$ cat src/rtl/adc_req_arbiter_if.sv
// Request/response bundle between three ADC requesters (master) and the arbiter (slave).
// Level-sensitive requests; responses are single-cycle one-hot pulses with held data.
interface adc_req_arbiter_if;
  logic [2:0]  req;
  logic [2:0]  req_ch0;
  logic [2:0]  req_ch1;
  logic [2:0]  req_ch2;
  logic [2:0]  rsp_valid;
  logic [11:0] rsp_data;
  logic [2:0]  rsp_ch;
  logic        busy;

  modport master (
    output req, req_ch0, req_ch1, req_ch2,
    input  rsp_valid, rsp_data, rsp_ch, busy
  );

  modport slave (
    input  req, req_ch0, req_ch1, req_ch2,
    output rsp_valid, rsp_data, rsp_ch, busy
  );
endinterface

$ cat src/rtl/adc_req_arbiter.sv
// Round-robin arbiter sharing one ADC128S022 among three requesters; req->rsp_valid is 33*SCK_HALF+1 cycles.
// No backpressure: requests arriving while busy simply wait for the next IDLE cycle.
module adc_req_arbiter #(
  parameter int unsigned SCK_HALF = 10
) (
  input  logic             clk_50,
  input  logic             rst_n,
  adc_req_arbiter_if.slave rq,
  output logic             adc_cs_n,
  output logic             adc_sck,
  output logic             din,
  input  logic             dout
);

  localparam logic [8:0] HALF_LAST  = 9'(SCK_HALF - 1);
  // DONE itself is the first of the 2*SCK_HALF chip-select-high cycles.
  localparam logic [8:0] QUIET_LAST = 9'(2 * SCK_HALF - 2);

  typedef enum logic [1:0] {IDLE, FRAME, DONE, QUIET} state_t;

  state_t      state, state_nxt;
  logic [8:0]  cnt;
  logic [5:0]  edges;
  logic [1:0]  ptr;
  logic [1:0]  owner;
  logic [2:0]  ch;
  logic [11:0] shreg;
  logic [1:0]  win;
  logic [2:0]  win_ch;
  logic        grant;
  logic        half_end;
  logic        frame_end;
  logic        quiet_end;
  logic        sample;

  function automatic logic [1:0] inc3(input logic [1:0] v);
    return (v == 2'd2) ? 2'd0 : v + 2'd1;
  endfunction

  function automatic logic req_at(input logic [2:0] r, input logic [1:0] i);
    logic b;
    case (i)
      2'd0:    b = r[0];
      2'd1:    b = r[1];
      default: b = r[2];
    endcase
    return b;
  endfunction

  always_comb begin
    win    = inc3(inc3(ptr));
    win_ch = rq.req_ch2;
    if (req_at(rq.req, ptr))
      win = ptr;
    else if (req_at(rq.req, inc3(ptr)))
      win = inc3(ptr);
    case (win)
      2'd0:    win_ch = rq.req_ch0;
      2'd1:    win_ch = rq.req_ch1;
      default: win_ch = rq.req_ch2;
    endcase
  end

  always_ff @(posedge clk_50 or negedge rst_n) begin
    if (!rst_n)
      state <= IDLE;
    else
      state <= state_nxt;
  end

  always_comb begin
    state_nxt = state;
    grant     = 1'b0;
    half_end  = (cnt == HALF_LAST);
    frame_end = half_end && (edges == 6'd32);
    quiet_end = (cnt == QUIET_LAST);
    // dout is valid in the first cycle after each rising sck edge of cycles 5..16
    sample    = (state == FRAME) && (cnt == 9'd0) && !edges[0] && (edges >= 6'd10);
    case (state)
      IDLE: begin
        if (|rq.req) begin
          grant     = 1'b1;
          state_nxt = FRAME;
        end
      end
      FRAME:   if (frame_end) state_nxt = DONE;
      DONE:    state_nxt = QUIET;
      QUIET:   if (quiet_end) state_nxt = IDLE;
      default: state_nxt = IDLE;
    endcase
  end

  always_ff @(posedge clk_50 or negedge rst_n) begin
    if (!rst_n) begin
      cnt          <= '0;
      edges        <= '0;
      ptr          <= '0;
      owner        <= '0;
      ch           <= '0;
      shreg        <= '0;
      adc_cs_n     <= 1'b1;
      adc_sck      <= 1'b1;
      din          <= 1'b0;
      rq.rsp_valid <= '0;
      rq.rsp_data  <= '0;
      rq.rsp_ch    <= '0;
      rq.busy      <= 1'b0;
    end else begin
      rq.rsp_valid <= '0;
      if (sample)
        shreg <= {shreg[10:0], dout};
      case (state)
        IDLE: begin
          if (grant) begin
            owner    <= win;
            ptr      <= inc3(win);
            ch       <= win_ch;
            cnt      <= '0;
            edges    <= '0;
            adc_cs_n <= 1'b0;
            adc_sck  <= 1'b1;
            din      <= 1'b0;
            rq.busy  <= 1'b1;
          end
        end
        FRAME: begin
          if (frame_end) begin
            cnt          <= '0;
            adc_cs_n     <= 1'b1;
            rq.rsp_valid <= 3'b001 << owner;
            rq.rsp_data  <= shreg;
            rq.rsp_ch    <= ch;
          end else if (half_end) begin
            cnt     <= '0;
            edges   <= edges + 6'd1;
            adc_sck <= ~adc_sck;
            // even count before the toggle means this edge is falling
            if (!edges[0]) begin
              case (edges)
                6'd4:    din <= ch[2];
                6'd6:    din <= ch[1];
                6'd8:    din <= ch[0];
                default: din <= 1'b0;
              endcase
            end
          end else begin
            cnt <= cnt + 9'd1;
          end
        end
        DONE: cnt <= '0;
        QUIET: begin
          cnt <= cnt + 9'd1;
          if (quiet_end)
            rq.busy <= 1'b0;
        end
        default: cnt <= '0;
      endcase
    end
  end

endmodule

$ cat src/flat_wrapper.sv
// flat-port wrapper written by rule: the top's interface ports become plain ports
module adc_req_arbiter_flat 
#(
  parameter int unsigned SCK_HALF = 10
)
  (clk_50, rst_n, adc_cs_n, adc_sck, din, dout, rq_req, rq_req_ch0, rq_req_ch1, rq_req_ch2, rq_rsp_valid, rq_rsp_data, rq_rsp_ch, rq_busy);
  adc_req_arbiter_if rq_i ();
  input  logic clk_50;
  input  logic rst_n;
  output logic adc_cs_n;
  output logic adc_sck;
  output logic din;
  input  logic dout;
  input wire logic [$bits(rq_i.req)-1:0] rq_req;
  input wire logic [$bits(rq_i.req_ch0)-1:0] rq_req_ch0;
  input wire logic [$bits(rq_i.req_ch1)-1:0] rq_req_ch1;
  input wire logic [$bits(rq_i.req_ch2)-1:0] rq_req_ch2;
  output wire logic [$bits(rq_i.rsp_valid)-1:0] rq_rsp_valid;
  output wire logic [$bits(rq_i.rsp_data)-1:0] rq_rsp_data;
  output wire logic [$bits(rq_i.rsp_ch)-1:0] rq_rsp_ch;
  output wire logic [$bits(rq_i.busy)-1:0] rq_busy;
  assign rq_i.req = rq_req;
  assign rq_i.req_ch0 = rq_req_ch0;
  assign rq_i.req_ch1 = rq_req_ch1;
  assign rq_i.req_ch2 = rq_req_ch2;
  assign rq_rsp_valid = rq_i.rsp_valid;
  assign rq_rsp_data = rq_i.rsp_data;
  assign rq_rsp_ch = rq_i.rsp_ch;
  assign rq_busy = rq_i.busy;
  adc_req_arbiter #(.SCK_HALF(SCK_HALF)) u_core (.clk_50(clk_50), .rst_n(rst_n), .rq(rq_i), .adc_cs_n(adc_cs_n), .adc_sck(adc_sck), .din(din), .dout(dout));
endmodule
$ cat config.mk
export PLATFORM = sky130hd
export DESIGN_NAME = adc_req_arbiter_flat
export DESIGN_NICKNAME = d
export VERILOG_FILES = /design/src/rtl/adc_req_arbiter_if.sv /design/src/rtl/adc_req_arbiter.sv /design/src/flat_wrapper.sv
export SDC_FILE = /design/constraint.sdc
export NUM_CORES = 1
export LEC_CHECK = 0
export BUFFER_PORTS_ARGS = -buffer_cell sky130_fd_sc_hd__buf_4
export CORE_ASPECT_RATIO = 0.8
export CORE_MARGIN = 3
export CORE_UTILIZATION = 45
export CTS_CLUSTER_DIAMETER = 100
export DETAILED_ROUTE_END_ITERATION = 6
export PLACE_DENSITY = 0.65
export SYNTH_ARGS = -nofsm -noshare
export SYNTH_HDL_FRONTEND = slang
export SYNTH_SLANG_ARGS = --single-unit
$ cat constraint.sdc
create_clock -name clk_50 -period 2.5 [get_ports clk_50]
set_clock_uncertainty 0.1 [all_clocks]
set_input_delay 0.25 -clock clk_50 [delete_from_list [all_inputs] [get_ports clk_50]]
set_output_delay 0.25 -clock clk_50 [all_outputs]
set_load 0.01 [all_outputs]
==> results.txt, run 1 <==
For this run the aggregate overflow at the end of global routing stands at 0. The synthesized netlist devotes 2.13% of its cell area to XOR and XNOR gates. The placed instances occupy a cell area of 3250 um2. The count of buffers from port buffering is 36. The hold violation total from the final report was 0.

The first detailed-routing pass took 4 iterations. The critical path goes through inv_1 > ha_1 > or2b_2 > or3_4 > nor2_1 > o21ai_2 > mux2_4. The stage delay of the slowest cell on the critical path is 420 ps.

The die is 95.4 um wide. The area of all placed cells without fillers is 3490 um2. For this block, the via count after detailed routing is 2042.

The insertion delay to the later sink of the worst-skew pair is 340 ps. The clock tree root buffer cell is sky130_fd_sc_hd__clkbuf_8. The number of pins exceeding their max-slew limit in the final report came out at 0.

The number of placement rows is 25. The largest vdd supply drop came out at 0.000316 V. The first-pass GRT wire length is 9.47 mm. The worst setup path is launched from a flip-flop. The global-route total usage across every layer came out at 16.8%. The part of the Yosys area used for sequential elements is 50.6%.

The dominant register cell in the synthesized netlist is sky130_fd_sc_hd__dfrtp_1. The analysis attributes to net switching a power of 435 uW. The number of setup violations in the final report came out at 0.

The maximum number of pins on one net before global-route repair is 59. Along the worst path, the maximum fanout reaches 6. For this run, design rule violations remaining after detail routing come to 0. The worst setup margin came out at 221 ps. The final worst hold slack is 68.6 ps.

Setup repair after global routing left no endpoint under its margin. The effective utilization at floorplan came out at 47.6%. The pre-CTS worst setup slack came out at 232 ps. The switching fraction of total power is 22.1%. In this run the worst hold path is classified as primary input to flip-flop. Counting flops with an async set or reset pin after synthesis yields a share of 100%.

The arrival time of the worst setup path is 2400 ps. The number of levels in the clock H-tree is 3. The number of synthesized flops with an enable pin is 0.

The register cell area after layout is 1450 um2. Sequential cells account for 47.8% of the total power. Clock-pin slew was measured on the worst setup and hold paths at 70 ps.

The total of flip-flops plus latches after synthesis came out at 58. Routability-driven placement finished with a final weighted congestion of 0.830. The area used by multi-input combinational logic is 1340 um2. The number of gates resized after CTS came out at 0. The die height came out at 77.5 um. The number of antenna violations at the first check in global routing came out at 0. The static leakage is 0.00172 uW. The clock drives 58 sinks. The fill cell instance count of the final layout came out at 523. For the final routed database, the setup TNS stands at 0 ps. Each instance of the synthesized netlist takes up on average 11.2 um2. Max-cap violations in this run came to 0.

37 I/O pins were placed. The antenna cell count came out at 0. The number of global-route vias before repair came out at 2003. The distinct cell type count of the synthesized netlist is 50. The count of warnings emitted by yosys came out at 0.

The growth of design area from synthesis to finish is 21.3%. In this run the remaining antenna-violating nets after routing total 0. The post-route total power is 1970 uW.

The total internal power is 1530 uW. The portion of the clock cycle consumed by the worst path in the final layout is 91.1%. Of the total synthesized cell area, the portion taken by full adders, half adders and majority gates is 4.79%. Dividing the detail-routed wire length by the instance count gives 13.9 um. Of the post-synthesis cell area, the part taken by muxes is 13.4%.

The data required time of the worst path is 2620 ps. When the netlist entered floorplanning its net count stood at 283. For this design, the slowest cell found on the critical path is sky130_fd_sc_hd__dfrtp_1. The simple logic cell fraction of the synthesized area is 17.7%. After detailed routing, the number of vias per cell comes to 5.22. The area of the die is 7390 um2.

The proportion of power drawn by the clock network came out at 49.4%. Detailed placement finished with a half-perimeter wire length of 3.81 mm. After clock tree synthesis, the setup repair step added 0 buffers.

The final wirelength is 5.45 mm. The post-route minimum period came out at 2280 ps. The area of the core region came out at 6040 um2. The part of the total power dissipated in combinational logic came out at 2.8%. The power density relative to cell area is 563 nW/um2. The worst setup path is of the flip-flop to flip-flop kind.

TritonCTS built the clock tree. Counting along the longest clock path gives a buffer depth of 2. Timing would allow up to 439 MHz. After synthesis the cells add up to 2880 um2. The synthesized instance count came out at 257. The post-route netlist has 32.3% of its cells at a drive strength greater than 1. Measured against its own limit, the worst slew margin works out to 51.8%.

The initial DRC count came out at 90. The run finished with clean final reports. Buffers inserted to repair hold after CTS numbered 1.

The complex-gate fraction of the synthesized area is 8.70%. The main combinational cell family by area after synthesis is simple AND/OR/NAND/NOR gates. The nature of the critical path endpoint is a flip-flop. The total CTS buffers is 9.

The actual transition at the worst max-transition pin came out at 722 ps. In the final design database the tool counted 331 nets.
==> cell families after synthesis <==
group	after synthesis
AOI/OAI and AO/OA	39
xor gates and xnor gates	7
adders and majority gates	11
buffers and inverters	16
DFF	58
muxes	32
and+or+nand+nor	94
==> final cells by class <==
cell class	instances	area share (%)
timing repair buffer	43	9.33
sequential	58	41.7
multi-input combinational	183	38.5
clock buffer	9	3.55
tap	81	2.91
clock inverter	7	2.94
inverter	10	1.08
==> Yosys cell counts, types with 4 or more instances <==
cell type	n	area share (%)
sky130_fd_sc_hd__dfrtp_1	56	49
sky130_fd_sc_hd__nor2_1	24	3.1
sky130_fd_sc_hd__nand2_1	23	3.0
sky130_fd_sc_hd__mux2_2	21	8.2
sky130_fd_sc_hd__o21ai_0	12	2.1
sky130_fd_sc_hd__ha_1	11	4.8
sky130_fd_sc_hd__inv_1	10	1.3
sky130_fd_sc_hd__mux2_4	8	4.2
sky130_fd_sc_hd__nand3_1	8	1.4
sky130_fd_sc_hd__a21oi_1	7	1.2
sky130_fd_sc_hd__nand4_1	6	1.3
sky130_fd_sc_hd__and3_1	5	1.1
sky130_fd_sc_hd__xor2_1	5	1.5
sky130_fd_sc_hd__nor3_1	4	0.70
sky130_fd_sc_hd__o31ai_1	4	1.0
==> metal layers <==
metal / up-vias / part of all wire, % / GRT usage, %
li1: 1016 / - / -
met5: - / 0 / 0
met3: 5 / 6.0 / 7.66
met2: 52 / 43 / 22.9
met4: 0 / 1.2 / 6.53
met1: 969 / 49 / 23.2
==> layout by cell type, fill, tap and decap left out, drive strengths merged, types with 2 or more instances in the layout <==
cell type	n
o31ai	5
nor2b	3
nand3	9
or4	3
nor2	24
nor4b	2
bufinv	2
mux2i	3
o22ai	3
xnor2	2
nand2	24
mux2	29
dfrtp	56
clkbuf	9
nand4	6
and3	5
nor4	2
inv	11
ha	11
or2b	2
clkinv	3
o211ai	3
dfstp	2
o21ai	14
xor2	5
buf	42
nor3	4
and2	2
nor3b	3
or3	2
a21oi	7
==> through the flow <==
step,util (%),std cells
3_5_place_dp,53.9,374
2_1_floorplan,-,257
3_3_place_gp,53.9,374
5_1_grt,57.8,391
6_report,57.8,391
4_1_cts,57.8,391
==> worst max-delay path: cells and delay by family (launching register included) <==
kind | cells | cell delay, ps
adders and majority gates | 1 | 190
AOI/OAI and AO/OA | 1 | 100
and+or+nand+nor | 3 | 890
buffers and inverters | 1 | 170
DFF | 1 | 420
muxes | 1 | 300
==> flip-flops by register name (all words and copies together), names as in the netlist <==
name,flops
u_core.adc_sck,1
u_core.state,2
u_core.rq.rsp_ch,3
u_core.ch,3
u_core.owner,2
u_core.adc_cs_n,1
u_core.ptr,2
u_core.rq.busy,1
u_core.edges,6
u_core.rq.rsp_data,12
u_core.rq.rsp_valid,3
u_core.din,1
u_core.shreg,12
u_core.cnt,9
==> final timing paths <==
path,startpoint,to,slack [ps],cells after the start
max,u_core.edges[0],u_core.state[1],220,7
max reg2reg,u_core.edges[0],u_core.state[1],220,7
min reg2reg,u_core.owner[1],u_core.rq.rsp_valid[1],380,1
min,dout,u_core.shreg[0],70,2
min in group asynchronous,rst_n,u_core.rq.rsp_data[5],410,2
max in group asynchronous,rst_n,u_core.cnt[1],1410,2
==> power by group through the flow <==
stage | Clock, uW | Combinational (uW) | Sequential (uW)
detailed placement | 0 | 56.4 | 957
global route | 1050 | 64.8 | 939
finish | 970 | 55.5 | 940
global placement | 0 | 55.9 | 957
CTS | 998 | 57.7 | 939
floorplan | 0 | 13.9 | 957
Note: power is estimated with default switching activity, not from simulation.
==> run 2: changes to the inputs <==
==> constraint.sdc (replaced) <==
create_clock -name clk_50 -period 2.5 [get_ports clk_50]
set_clock_uncertainty 0.1 [all_clocks]
set_input_delay 0.125 -clock clk_50 [delete_from_list [all_inputs] [get_ports clk_50]]
set_output_delay 0.125 -clock clk_50 [all_outputs]
set_load 0.01 [all_outputs]
==> run 2 against run 1 <==
Non-clock buffer count is 4 higher. Cell count is 1.0% higher. First-iteration DRC count is 13% lower. Worst hold slack better by 32 ps. Sequential cell count stayed put. Clock-buffer cell count stayed put. Register-to-register slack worse by 30 ps. Global-route usage hardly changed. Via count is 1.2% higher. Worst setup slack worse by 32 ps. Final area is 0.43% higher. Sequential share of layout area is 0.18 points lower.
==> results.txt, run 2 (synthesis gave the netlist of run 1 again) <==
Status: finished clean (unchanged). Biggest regs: u_core.rq.rsp_data x12, u_core.shreg x12, u_core.cnt x9 (unchanged). The first-pass GRT wire length is 9.64 mm (was 9.47 mm). The number of placement rows was 25 (unchanged). The power density relative to cell area came to 533 nW/um2 (was 563 nW/um2). The final wirelength is 5.47 mm (was 5.45 mm). The portion of the clock cycle consumed by the worst path in the final layout is 92.4% (was 91.1%). The area of the die is 7390 um2 (unchanged).

The top-level port count is 37 (unchanged). The routability congestion estimate from global placement came out at 0.826 (was 0.830). The leftover overflow at the end of global routing is 0 (unchanged). The average wire per standard cell is 13.9 um (about the same). The antenna cell count came to 0 (unchanged). List of cells traversed by the critical path: inv_1 > ha_1 > or2b_2 > or3_4 > nor2_1 > o21ai_2 > mux2_4 (unchanged). The area used by multi-input combinational logic came out at 1340 um2 (unchanged). The effective utilization at floorplan is 47.6% (unchanged). The count of hold-fix buffers inserted at cts came out at 5 (was 1). The post-route total power is 1870 uW (was 1970 uW). The number of detailed-route iterations in the first pass is 4 (unchanged).

The static leakage was 0.00172 uW (about the same). The remaining number of nets flagged by the antenna check after routing is 0 (unchanged). The CTS clock-pin slew for the worst setup and hold paths is 70 ps (about the same). The highest fanout seen on the critical path is 6 (unchanged). The achievable frequency was 433 MHz (was 439 MHz). The startpoint of the most critical register-to-register path is u_core.edges[0] (unchanged). The count of unresolved DRC violations after routing came out at 0 (unchanged). The launch point of the worst hold path was rq_req_ch1[1] (was dout).

The number of global-route vias before repair came out at 2023 (was 2003). The CTS tree is done (unchanged). The destination of the worst register-to-register timing path is u_core.state[1] (unchanged).

The stage delay of the slowest cell on the critical path came out at 430 ps (was 420 ps). The post-CTS setup buffer count was 0 (unchanged). The end point of the critical path is u_core.state[1] (unchanged).

The via total after detailed routing is 2066 (was 2042). The total CTS buffers is 9 (unchanged). The clock tree buffer depth is 2 (unchanged). The initial DRC count came out at 78 (was 90). The number of pins exceeding their max-slew limit in the final report came out at 0 (unchanged).

The area of the core region came out at 6040 um2 (unchanged). The type of origin of the critical path was a flip-flop (unchanged). The worst reg-to-reg path cell count came out at 7 (unchanged).

The maximum number of pins on one net before global-route repair is 59 (unchanged). Unrepaired setup endpoints after global routing: no (unchanged). The fill cell instance count of the final layout came out at 531 (was 523). The actual transition at the worst max-transition pin came out at 725 ps (was 722 ps). The largest vdd supply drop came out at 0.000255 V (was 0.000316 V). The register cell area after layout came out at 1450 um2 (unchanged). The insertion delay to the later sink of the worst-skew pair came out at 340 ps (about the same). The cell at the slowest stage of the critical path is sky130_fd_sc_hd__dfrtp_1 (unchanged). The number of gates resized after CTS is 0 (unchanged). The growth of design area from synthesis to finish came out at 21.8% (was 21.3%). The relative slew slack was 51.7% (was 51.8%).

The number of levels in the clock H-tree came out at 3 (unchanged). The number of antenna violations at the first check in global routing is 0 (unchanged). The hold violation total from the final report came to 0 (unchanged). The post-route minimum period is 2310 ps (was 2280 ps). The ratio of cells with drive above 1 in the final layout is 31.8% (was 32.3%). The TritonCTS sink count came out at 58 (unchanged). The count of buffers from port buffering came to 36 (unchanged). The max-capacitance violation count came out at 0 (unchanged). The die height is 77.5 um (unchanged). The placed wire-length estimate is 3.81 mm (about the same). The arrival time of the worst setup path is 2430 ps (was 2400 ps). The clock tree root buffer cell is sky130_fd_sc_hd__clkbuf_8 (unchanged).

The data required time of the worst path is 2620 ps (about the same). Top library cells by usage in the layout, fill and taps aside: sky130_fd_sc_hd__dfrtp_1 (56), sky130_fd_sc_hd__buf_4 (42), sky130_fd_sc_hd__nor2_1 (24) (unchanged). The origin of the worst setup path is u_core.edges[0] (unchanged).

The floorplan die width was 95.4 um (unchanged). The via count normalized by instance count came to 5.23 (was 5.22). The setup slack on the worst flop-to-flop path is 190 ps (was 220 ps). The type of the worst setup path is flip-flop to flip-flop (unchanged). The nature of the critical path endpoint was a flip-flop (unchanged).

The global-route total usage across every layer came out at 16.8% (about the same). The number of setup violations in the final report came out at 0 (unchanged). The commonest non-fill, non-tap cell in the layout is sky130_fd_sc_hd__dfrtp_1 (unchanged). The class of the tightest hold or removal check was primary input to flip-flop (unchanged). The count of nets after finishing came to 335 (was 331). The post-route setup TNS is 0 ps (unchanged).
==> run 2: changes by cell type in the layout (fill, tap and decap cells not counted) <==
cell / delta
sky130_fd_sc_hd__bufinv_16: -1
sky130_fd_sc_hd__clkinv_4: -3
sky130_fd_sc_hd__dlygate4sd3_1: +4
sky130_fd_sc_hd__inv_6: +1
sky130_fd_sc_hd__clkinvlp_4: +3
==> run 2: how the worst min path moves through the flow <==
stage / endpoint / slack [ps] / cells past startpoint
after global routing: u_core.ch[1] / 100 / 4
final: u_core.ch[1] / 100 / 4
after detailed placement: u_core.rq.rsp_data[1] / 150 / 1
after floorplan: u_core.ch[0] / -270 / 0
after CTS: u_core.ch[1] / 90 / 4
after global placement: u_core.rq.rsp_data[2] / 140 / 1
==> run 2: layout make-up <==
class	count	area share (%)
timing repair buffer	47	10.4
clock inverter	7	2.21
sequential	58	41.5
clock buffer	9	3.54
multi-input combinational	183	38.4
tap	81	2.89
inverter	10	1.07
==> run 2: per-layer routing <==
layer	vias up	routed length, um	GRT usage, %
met2	46	2410	24.0
met5	-	0	0
met3	7	264	7.07
met1	993	2750	23.5
li1	1020	-	-
met4	0	53	4.26
==> run 2: worst max-delay path: cells and delay by family, from the launching register on <==
kind                     cells  cell delay, ps
flip-flops                   1             430
adder cells (fa/ha/maj)      1             190
AND/OR/NAND/NOR              3             900
buffers and inverters        1             170
multiplexers                 1             300
AO/OA/AOI/OAI                1             100
==> run 2: per-stage QoR <==
stage	hold WS, ps	utilization (%)	std cells	area, um2	setup slack, ps
final	101	58.0	395	3500	189
after global routing	96.8	58.0	395	3500	68.5
after CTS	88.1	58.0	395	3500	214
after detailed placement	146	53.9	374	3250	218
after global placement	143	53.9	374	3250	299
after floorplan	-271	-	257	2880	371
==> run 2: power by group <==
group	switching [uW]	leakage [uW]	internal [uW]	total, uW
sequential	0.609	0.000786	939	940
combinational	34.1	0.000845	26.4	60.5
clock	400	0.0000885	466	866
==> run 3: changes to the inputs <==
ABC_AREA = 1   (was unset)
PLACE_DENSITY = 0.64   (was 0.65)
==> run 3 against run 2 <==
First-iteration DRC count up 46%. Critical endpoint is now u_core.shreg[1]. Cell count up 27%. Largest power group unchanged. Combinational power rose to 18 times the previous value. Die area up 6.6%. Sequential share of layout area down 1.5 points.
==> results.txt, run 3 <==
The distinct cell type count of the synthesized netlist came to 33 (was 50). The number of detailed-route iterations in the first pass is 4 (unchanged). The arrival time of the worst setup path was 2260 ps (was 2430 ps). The via count normalized by instance count is 4.84 (was 5.23). The library cell occupying the most area in the post-synthesis netlist was sky130_fd_sc_hd__dfrtp_1 (unchanged). The clock tree buffer depth was 2 (unchanged). The net switching power of the design is 1210 uW (was 435 uW). The area of the die came out at 7880 um2 (was 7390 um2). The highest fanout seen on the critical path is 23 (was 6).

The initial DRC count came to 114 (was 78). The number of synthesized flops with an enable pin came out at 0 (unchanged). The insertion delay to the later sink of the worst-skew pair is 340 ps (about the same). The type of origin of the critical path is a flip-flop (unchanged). The total CTS buffers is 9 (unchanged). The routability congestion estimate from global placement came out at 0.863 (was 0.826). The placed wire-length estimate came out at 4.28 mm (was 3.81 mm).

Status: finished clean (unchanged). The number of levels in the clock H-tree is 3 (unchanged). The clock tree root buffer cell is sky130_fd_sc_hd__clkbuf_8 (unchanged). The first-pass GRT wire length came out at 10.3 mm (was 9.64 mm).

The synthesized area per cell came out at 8.32 um2 (was 11.2 um2). The cell area after synthesis is 3080 um2 (was 2880 um2). The placed instance count was 482 (was 374). The antenna cell count came out at 0 (unchanged). The max-capacitance violation count is 0 (unchanged). The hold violation total from the final report is 0 (unchanged). The global-route total usage across every layer was 16.2% (was 16.8%). The post-route minimum period came to 2170 ps (was 2310 ps). The die height came out at 80.0 um (was 77.5 um).

The final cell count without fillers is 500 (was 395). The achievable frequency is 461 MHz (was 433 MHz). The number of setup violations in the final report is 0 (unchanged). The register cell area after layout is 1450 um2 (unchanged).

The floorplan die width came out at 98.5 um (was 95.4 um). Top library cells by usage in the layout, fill and taps aside: sky130_fd_sc_hd__nand2_1 (86), sky130_fd_sc_hd__dfrtp_1 (56), sky130_fd_sc_hd__inv_1 (53) (was sky130_fd_sc_hd__dfrtp_1 (56), sky130_fd_sc_hd__buf_4 (42), sky130_fd_sc_hd__nor2_1 (24)). The library cell with the highest instance count after synthesis was sky130_fd_sc_hd__nand2_1 (was sky130_fd_sc_hd__dfrtp_1). The dominant register cell in the synthesized netlist is sky130_fd_sc_hd__dfrtp_1 (unchanged). The TritonCTS sink count came out at 58 (unchanged). The total internal power came out at 2010 uW (was 1430 uW). The switching fraction of total power came out at 37.6% (was 23.3%). The growth of design area from synthesis to finish came to 18.0% (was 21.8%).

The ratio of cells with drive above 1 in the final layout came to 23.1% (was 31.8%). The count of unresolved DRC violations after routing is 0 (unchanged). The largest vdd supply drop came to 0.000516 V (was 0.000255 V).

The power density relative to cell area was 884 nW/um2 (was 533 nW/um2). The final wirelength came out at 5.85 mm (was 5.47 mm). The fill cell instance count of the final layout came out at 629 (was 531).

The count of hold-fix buffers inserted at cts came out at 3 (was 5). The number of gates resized after CTS is 0 (unchanged). The part of the total power dissipated in combinational logic came out at 34.2% (was 3.2%). Most numerous cell types in the synthesized netlist: sky130_fd_sc_hd__nand2_1 (86), sky130_fd_sc_hd__dfrtp_1 (56), sky130_fd_sc_hd__inv_1 (53) (was sky130_fd_sc_hd__dfrtp_1 (56), sky130_fd_sc_hd__nor2_1 (24), sky130_fd_sc_hd__nand2_1 (23)). The via total after detailed routing is 2418 (was 2066). The post-route setup TNS came to 0 ps (unchanged).

The synthesized instance count is 370 (was 257). The count of warnings emitted by yosys is 0 (unchanged). The CTS clock-pin slew for the worst setup and hold paths is 60 ps (was 70 ps).

The nature of the critical path endpoint is a flip-flop (unchanged). The count of buffers from port buffering came out at 36 (unchanged). The area of the core region came out at 6510 um2 (was 6040 um2).

The data required time of the worst path is 2590 ps (was 2620 ps). The number of global-route vias before repair came out at 2250 (was 2023). The number of antenna violations at the first check in global routing is 0 (unchanged). The number of placement rows is 26 (was 25).

The relative contribution of sequential cells to total power came out at 37.3% (was 50.3%). The portion of the clock cycle consumed by the worst path in the final layout is 86.8% (was 92.4%). The type of the worst setup path was flip-flop to flip-flop (unchanged). The class of the tightest hold or removal check is primary input to flip-flop (unchanged). The relative slew slack is 48.7% (was 51.7%). The total of flip-flops plus latches after synthesis came out at 58 (unchanged). The leftover overflow at the end of global routing came to 0 (unchanged). The area used by multi-input combinational logic came out at 1350 um2 (was 1340 um2). Unrepaired setup endpoints after global routing: no (unchanged). The CTS tree is done (unchanged). The post-CTS setup buffer count is 0 (unchanged). The proportion of power drawn by the clock network is 28.5% (was 46.4%).

The maximum number of pins on one net before global-route repair came out at 59 (unchanged). The count of nets after finishing came out at 438 (was 335). The share of the synthesized area in the top cell type is 45.5% (was 48.7%). Top post-synthesis cells by area: sky130_fd_sc_hd__dfrtp_1 (46%), sky130_fd_sc_hd__nand2_1 (10%), sky130_fd_sc_hd__inv_1 (6.5%), sky130_fd_sc_hd__ha_1 (4.5%), sky130_fd_sc_hd__nand3_1 (4.4%) (was sky130_fd_sc_hd__dfrtp_1 (49%), sky130_fd_sc_hd__mux2_2 (8.2%), sky130_fd_sc_hd__ha_1 (4.8%), sky130_fd_sc_hd__mux2_4 (4.2%), sky130_fd_sc_hd__nor2_1 (3.1%)). The number of pins exceeding their max-slew limit in the final report was 0 (unchanged). The total placed instance area came out at 3400 um2 (was 3250 um2). The top-level port count came out at 37 (unchanged). The area of all placed cells without fillers was 3630 um2 (was 3500 um2).

The average wire per standard cell is 11.7 um (was 13.9 um). The effective utilization at floorplan came out at 47.3% (was 47.6%). The commonest non-fill, non-tap cell in the layout is sky130_fd_sc_hd__nand2_1 (was sky130_fd_sc_hd__dfrtp_1). The share of synthesized flip-flops with an asynchronous set or reset came out at 100% (unchanged).

The remaining number of nets flagged by the antenna check after routing is 0 (unchanged). The actual transition at the worst max-transition pin is 764 ps (was 725 ps). The part of the Yosys area used for sequential elements came out at 47.2% (was 50.6%).

The total nets after synthesis came out at 396 (was 283). Biggest regs: u_core.rq.rsp_data x12, u_core.shreg x12, u_core.cnt x9 (unchanged). The static leakage came out at 0.00183 uW (was 0.00172 uW).
## run 3: cell count changes after synthesis, moves of 7 or more
cell	delta
sky130_fd_sc_hd__nand2_1	+63
sky130_fd_sc_hd__inv_1	+43
sky130_fd_sc_hd__mux2_2	-21
sky130_fd_sc_hd__nand3_1	+19
sky130_fd_sc_hd__o21ai_2	+13
sky130_fd_sc_hd__nand2_2	+12
sky130_fd_sc_hd__o21ai_1	+11
sky130_fd_sc_hd__mux2_4	-8
sky130_fd_sc_hd__o21ai_0	+7
## run 3: area by class of cell
| class | count | area share (%) |
|---|---|---|
| sequential | 58 | 40.0 |
| multi-input combinational | 247 | 37.1 |
| timing repair buffer | 40 | 8.47 |
| inverter | 56 | 5.85 |
| clock buffer | 9 | 3.41 |
| tap | 84 | 2.89 |
| clock inverter | 6 | 2.27 |
## run 3: cells by family (layout without fill, tap and decap cells)
| logic type | after synthesis | count (layout) | synth area share (%) |
|---|---|---|---|
| adders and majority gates | 11 | 11 | 4.47 |
| AOI/OAI and AO/OA | 54 | 54 | 10.8 |
| and+or+nand+nor | 177 | 177 | 27.1 |
| xor gates and xnor gates | 5 | 5 | 1.42 |
| DFF | 58 | 58 | 47.2 |
| buffers and inverters | 65 | 111 | 8.98 |
## run 3: path summary, 6_finish.rpt
kind	from	slack, ps	to	cells after the start
min in group asynchronous	rst_n	270	u_core.rq.rsp_valid[0]	2
max in group asynchronous	rst_n	1530	u_core.cnt[1]	2
setup reg to reg	u_core.state[1]	330	u_core.shreg[1]	9
hold / removal	rq_req_ch1[2]	20	u_core.ch[2]	5
setup / recovery	u_core.state[1]	330	u_core.shreg[1]	9
hold reg to reg	u_core.owner[1]	380	u_core.rq.rsp_valid[0]	1
## run 3: routing by layer
metal  up-vias  GRT usage, %  share of wire, %
met5         -             0                 0
met4         0          3.27              0.55
met3         5          5.94               4.8
met2        38          24.1                44
met1      1115          22.7                51
li1       1260             -                 -
## run 3: power by group through the flow
stage / Clock (uW) / Sequential [uW] / Combinational, uW
global route: 986 / 1220 / 1280
CTS: 941 / 1200 / 1110
detailed placement: 0 / 1210 / 1100
global placement: 0 / 1210 / 1080
floorplan: 0 / 1190 / 824
finish: 916 / 1200 / 1100
## run 3: per-stage QoR
stage	hold slack, ps	util [%]	setup WS (ps)	power (uW)
floorplan	-271	-	797	2020
global placement	133	52.2	461	2290
detailed placement	133	52.2	328	2310
CTS	8.53	55.9	304	3240
global route	39.2	55.9	75.4	3480
finish	22.0	55.9	331	3210
## run 3: worst max-delay path, stage by stage, from the launching register on
cell and delay [ps]:
sky130_fd_sc_hd__dfrtp_1 410, sky130_fd_sc_hd__inv_1 90, sky130_fd_sc_hd__ha_1 320, sky130_fd_sc_hd__nand2_1 90
sky130_fd_sc_hd__inv_1 80, sky130_fd_sc_hd__nand3_1 80, sky130_fd_sc_hd__nor3_2 160, sky130_fd_sc_hd__nand2_1 430
sky130_fd_sc_hd__nand2_1 180, sky130_fd_sc_hd__o21ai_1 80
